File: config.mk
export PLATFORM = sky130hd
export DESIGN_NAME = fifo_write_arbiter
export DESIGN_NICKNAME = d
export VERILOG_FILES = /design/src/rtl/fifo_write_arbiter.sv
export SDC_FILE = /design/constraint.sdc
export NUM_CORES = 1
export LEC_CHECK = 0
export ABC_AREA = 1
export CORE_MARGIN = 2
export CORE_UTILIZATION = 55
export CTS_CLUSTER_SIZE = 10
export DETAILED_ROUTE_END_ITERATION = 8
export DONT_BUFFER_PORTS = 1
export HOLD_SLACK_MARGIN = 0.03
export PLACE_DENSITY = 0.71
export SLEW_MARGIN = 25
export SYNTH_ARGS = -nofsm -noshare
export SYNTH_HDL_FRONTEND = slang
export SYNTH_SLANG_ARGS = --single-unit
export TNS_END_PERCENT = 50
File: constraint.sdc
create_clock -name clk -period 2.1 [get_ports clk]
set_input_delay 0.315 -clock clk [delete_from_list [all_inputs] [get_ports clk]]
set_output_delay 0.315 -clock clk [all_outputs]
set_load 0.01 [all_outputs]
File: src/rtl/fifo_write_arbiter.sv
// rtl/fifo_write_arbiter.sv - round-robin burst arbiter sharing one FIFO write port among producer channels
// Optional per-channel accepted-word counters: define FIFO_WRITE_ARBITER_STATS_EN.
module fifo_write_arbiter #(
    parameter int DATA_WIDTH = 8,
    parameter int CH_CNT     = 4,
    parameter int MAX_BURST  = 4,
    localparam int IW = (CH_CNT > 1) ? $clog2(CH_CNT) : 1,
    localparam int CW = $clog2(MAX_BURST + 1)
) (
    input  logic                         clk,
    input  logic                         rst_n,
    input  logic [CH_CNT*DATA_WIDTH-1:0] ch_data_i,
    input  logic [CH_CNT-1:0]            ch_en_i,
    output logic [CH_CNT-1:0]            ch_wait_o,
    output logic [DATA_WIDTH-1:0]        fifo_data_o,
    output logic                         fifo_en_o,
    input  logic                         fifo_wait_i,
    output logic                         grant_valid_o,
    output logic [IW-1:0]                grant_idx_o
`ifdef FIFO_WRITE_ARBITER_STATS_EN
    ,
    output logic [CH_CNT*16-1:0]         ch_words_o,
    input  logic                         stats_clr_i
`endif
);

    typedef enum logic {IDLE, BUSY} state_t;

    state_t        state_q;
    logic [IW-1:0] gnt_q;
    logic [IW-1:0] last_gnt_q;
    logic [CW-1:0] beat_cnt_q;

    logic          en_g;
    logic          xfer;
    logic          rr_found;
    logic [IW-1:0] rr_pick;
    logic [IW-1:0] cand;

    assign en_g = ch_en_i[gnt_q];
    assign xfer = (state_q == BUSY) && en_g && !fifo_wait_i;

    // Search starts just after the last owner, so it ends up lowest priority.
    always_comb begin
        rr_found = 1'b0;
        rr_pick  = '0;
        cand     = '0;
        for (int k = 1; k <= CH_CNT; k++) begin
            cand = IW'((int'(last_gnt_q) + k) % CH_CNT);
            if (!rr_found && ch_en_i[cand]) begin
                rr_found = 1'b1;
                rr_pick  = cand;
            end
        end
    end

    always_ff @(posedge clk) begin
        if (!rst_n) begin
            state_q    <= IDLE;
            gnt_q      <= '0;
            last_gnt_q <= IW'(CH_CNT - 1);
            beat_cnt_q <= '0;
        end else begin
            case (state_q)
                IDLE: begin
                    if (rr_found) begin
                        gnt_q      <= rr_pick;
                        state_q    <= BUSY;
                        beat_cnt_q <= '0;
                    end
                end
                BUSY: begin
                    if (!en_g || (xfer && beat_cnt_q == CW'(MAX_BURST - 1))) begin
                        state_q    <= IDLE;
                        last_gnt_q <= gnt_q;
                        beat_cnt_q <= '0;
                    end else if (xfer) begin
                        beat_cnt_q <= beat_cnt_q + CW'(1);
                    end
                end
                default: state_q <= IDLE;
            endcase
        end
    end

    always_comb begin
        ch_wait_o   = '1;
        fifo_en_o   = 1'b0;
        fifo_data_o = '0;
        if (state_q == BUSY) begin
            fifo_en_o = en_g;
            for (int j = 0; j < CH_CNT; j++) begin
                if (IW'(j) == gnt_q) begin
                    fifo_data_o  = ch_data_i[j*DATA_WIDTH +: DATA_WIDTH];
                    ch_wait_o[j] = fifo_wait_i;
                end
            end
        end
    end

    assign grant_valid_o = (state_q == BUSY);
    assign grant_idx_o   = (state_q == BUSY) ? gnt_q : '0;

`ifdef FIFO_WRITE_ARBITER_STATS_EN
    logic [15:0] words_q [CH_CNT];

    // Clear wins over a same-cycle increment.
    always_ff @(posedge clk) begin
        if (!rst_n || stats_clr_i) begin
            for (int i = 0; i < CH_CNT; i++) begin
                words_q[i] <= '0;
            end
        end else if (xfer) begin
            words_q[gnt_q] <= words_q[gnt_q] + 16'd1;
        end
    end

    for (genvar g = 0; g < CH_CNT; g++) begin : g_words
        assign ch_words_o[g*16 +: 16] = words_q[g];
    end
`endif

endmodule

==> results of run 1 <==
==> power breakdown <==
part	switching [mW]	internal (mW)	total, mW
clock	0.0535	0.0655	0.119
sequential	0.0848	0.203	0.288
combinational	0.637	0.339	0.977
total	0.776	0.608	1.38
==> state kept, by name (all words and copies together) (netlist names) <==
register and count:
last_gnt_q 2, grant_valid_o 1, gnt_q 2, beat_cnt_q 3
==> stage by stage <==
step / cells / power, mW / util, % / instance area [um^2]
final: 202 / 1.38 / 60.3 / 1050
after global routing: 202 / 1.54 / 60.3 / 1050
after floorplan: 178 / 1.13 / - / 1020
after global placement: 199 / 1.23 / 59.0 / 1030
after detailed placement: 199 / 1.27 / 59.0 / 1030
after CTS: 202 / 1.39 / 60.3 / 1050
==> Yosys cell counts, types with 3 or more instances <==
cell type,number,area share [%]
a21oi_1,11,5.4
nand2_2,10,6.1
inv_1,18,6.6
inv_2,4,1.5
o2bb2ai_1,5,4.3
o21ai_0,12,5.9
nand4_1,4,2.4
nand2_1,58,21
nor2_1,16,5.9
o211ai_1,3,2.2
nand3_1,7,3.4
dfxtp_1,8,16
==> how the worst max path moves through the flow <==
stage / start / to / cells after the start
floorplan: gnt_q[0] / fifo_data_o[7] / 6
global placement: gnt_q[0] / fifo_data_o[0] / 5
detailed placement: gnt_q[0] / fifo_data_o[0] / 5
CTS: gnt_q[0] / fifo_data_o[5] / 5
global route: gnt_q[0] / fifo_data_o[7] / 6
finish: gnt_q[0] / fifo_data_o[5] / 5
==> routing by layer <==
layer,GRT usage [%],routed length [um]
met1,28.9,1090
met2,40.3,1150
met3,2.31,149
met4,7.78,33
met5,0,0
==> cell type report <==
class                      instances  area [um^2]  area share, %
tap                               25         31.3           2.97
inverter                          23         88.8           8.44
sequential                         8          160           15.2
timing repair buffer               2         15.0           1.43
clock buffer                       3         22.5           2.14
multi-input combinational        141          734           69.8
==> logic make-up after synthesis <==
group,share of synthesized area (%)
simple gates,44.6
fa+ha+maj,2.45
compound gates,24.8
flops,15.7
buf+inv,12.5
==> metrics.log, run 1 <==
INFO  metric vdd_drop_max = ~0.94 mV
INFO  metric fp.dieW = ~47 um
INFO  metric crit-reg2reg-launch = gnt_q[1]
INFO  metric hold_start = rst_n
INFO  metric post_cts.resized_instances = 0
INFO  metric worstSetupStartpointType = flip-flop
INFO  metric arrival = 1.58 ns
INFO  metric sinks_on_the_clock_net = 8
INFO  metric grt_setup_unrepaired = no
INFO  metric power.static_leakage = ~0.52 nW
INFO  metric area_enclosed_by_the_die_boundary = ~2200 um^2
INFO  metric r2r_cells = 9
INFO  metric final_common_cell = nand2_1
INFO  metric num-fill-cells = around 190
INFO  metric cp.buffers_inverters = 1
INFO  metric place_congestion = approximately 0.79
INFO  metric tns = 0 ns
INFO  metric cts_setup_buffers = 0
INFO  metric hold_removal_path_class = input port to flip-flop
INFO  metric cts_max_path_buffers = 2
INFO  metric area_delta_synth_final = 2.94%
INFO  metric yosysUniqueCellTypes = 28
INFO  metric overflow = 0
INFO  metric placement.setup.worst_slack = 0.492 ns
INFO  metric fin_nets = 220
INFO  metric outcome = finished, final reports clean
INFO  metric drc = 0
INFO  metric required_arrival_time_at_the_worst_endpoint = between 1.5 and 2 ns
INFO  metric postRouteWirelength = between 2000 and 2500 um
INFO  metric postRouteAntennaNets = 0
INFO  metric fin_crit = approximately 1.9 ns
INFO  metric timing_worst_setup_path_type = flip-flop to output port
INFO  metric holdWs = around 0.16 ns
INFO  metric synth_edf_count = 0
INFO  metric routed_wire_length_per_instance = 12.0 um
INFO  metric ys_seq_elements = 8
INFO  metric post_syn_area = between 1000 and 1500 um^2
INFO  metric cts.htree.levels = 1
INFO  metric grt_max_degree = 14
INFO  metric final_max_slew_viol_count = 0
INFO  metric synthesis.yosys.warnings = 0
INFO  metric clock_skews = approximately 0.0038 ns
INFO  metric ys_dominant_reg_cell = dfxtp_1
INFO  metric layout_common_cells = nand2_1, inv_1, nor2_1
INFO  metric crit_fanout = 12
INFO  metric first_global_vias = roughly 1000
INFO  metric cts_hold_buf = 0
INFO  metric rrSetupSlack = between 0.5 and 0.6 ns
INFO  metric route.vias.total = between 1000 and 1500
INFO  metric tritoncts.num_buffers = 3
INFO  metric final-setup-viol-count = 0
INFO  metric antenna_found_initial = 0
INFO  metric cp-end-kind = output port
INFO  metric via_per_inst = about 5.5
INFO  metric yosysSeqAreaShare = 15.7%
INFO  metric worst_hold_path.num_cells = 1
INFO  metric port_buffers = 0
INFO  metric slew_headroom = slightly above 70%
INFO  metric dieHeight = ~47 um
INFO  metric postLayoutSetupSlackWorst = 0.210 ns
INFO  metric crit_slowest_cell = dfxtp_1
INFO  metric core_area = 1750 um^2
INFO  metric number_of_drc_violations_after_detailed_routing_iteration_0 = 30
INFO  metric initial_core_utilization = slightly below 60%
INFO  metric post-dp-hpwl = 1970 um
INFO  metric period_share = 90.0%
INFO  metric synthCells = 178
INFO  metric placement_rows = 15
INFO  metric worst_pin_slew = ~0.42 ns
INFO  metric power_density = 1320 nW/um^2
INFO  metric num_io_pins = 55
INFO  metric synth.avg_cell_area = approximately 5.7 um^2
INFO  metric tritoncts = done
INFO  metric antenna-diode-count = 0
INFO  metric cp_cell_sequence = inv_2, nor2_2, nand2_1, o2bb2ai_1, a21oi_1
INFO  metric slowest_delay = approximately 0.40 ns
INFO  metric worst_setup_hold_path_clk_slew = ~0.050 ns
INFO  metric whs_endpoint = last_gnt_q[1]
INFO  metric root_buffer = clkbuf_4
INFO  metric number_of_hold_violations_in_the_final_report = 0
INFO  metric track_usage = between 20% and 30%
INFO  metric async_flop_share = 0%
INFO  metric max_cap_viol_count = 0
INFO  metric kind_of_cell_adding_the_most_delay_to_the_critical_path = simple AND/OR/NAND/NOR gates
INFO  metric syn-num-nets = around 220
INFO  metric clk-insertion-delay-late = around 0.26 ns
INFO  metric max_freq = 0.529 GHz
INFO  metric drt_first_pass_iters = 4
INFO  metric rr_endpoint = beat_cnt_q[1]
INFO  metric grt_first_pass_wirelength = approximately 3800 um
INFO  metric layout_cells_sized_above_1 = about 16%
Power figures use the tool's default switching activity.
==> run 2, diff against run 1 <==
--- a/config.mk
+++ b/config.mk
@@ -13,7 +13,7 @@
 export DONT_BUFFER_PORTS = 1
 export HOLD_SLACK_MARGIN = 0.03
 export PLACE_DENSITY = 0.71
-export SLEW_MARGIN = 25
+export SLEW_MARGIN = 20
 export SYNTH_ARGS = -nofsm -noshare
 export SYNTH_HDL_FRONTEND = slang
 export SYNTH_SLANG_ARGS = --single-unit
==> results of run 2 <==
The final DEF is identical to that of run 1; final timing and power are the same.
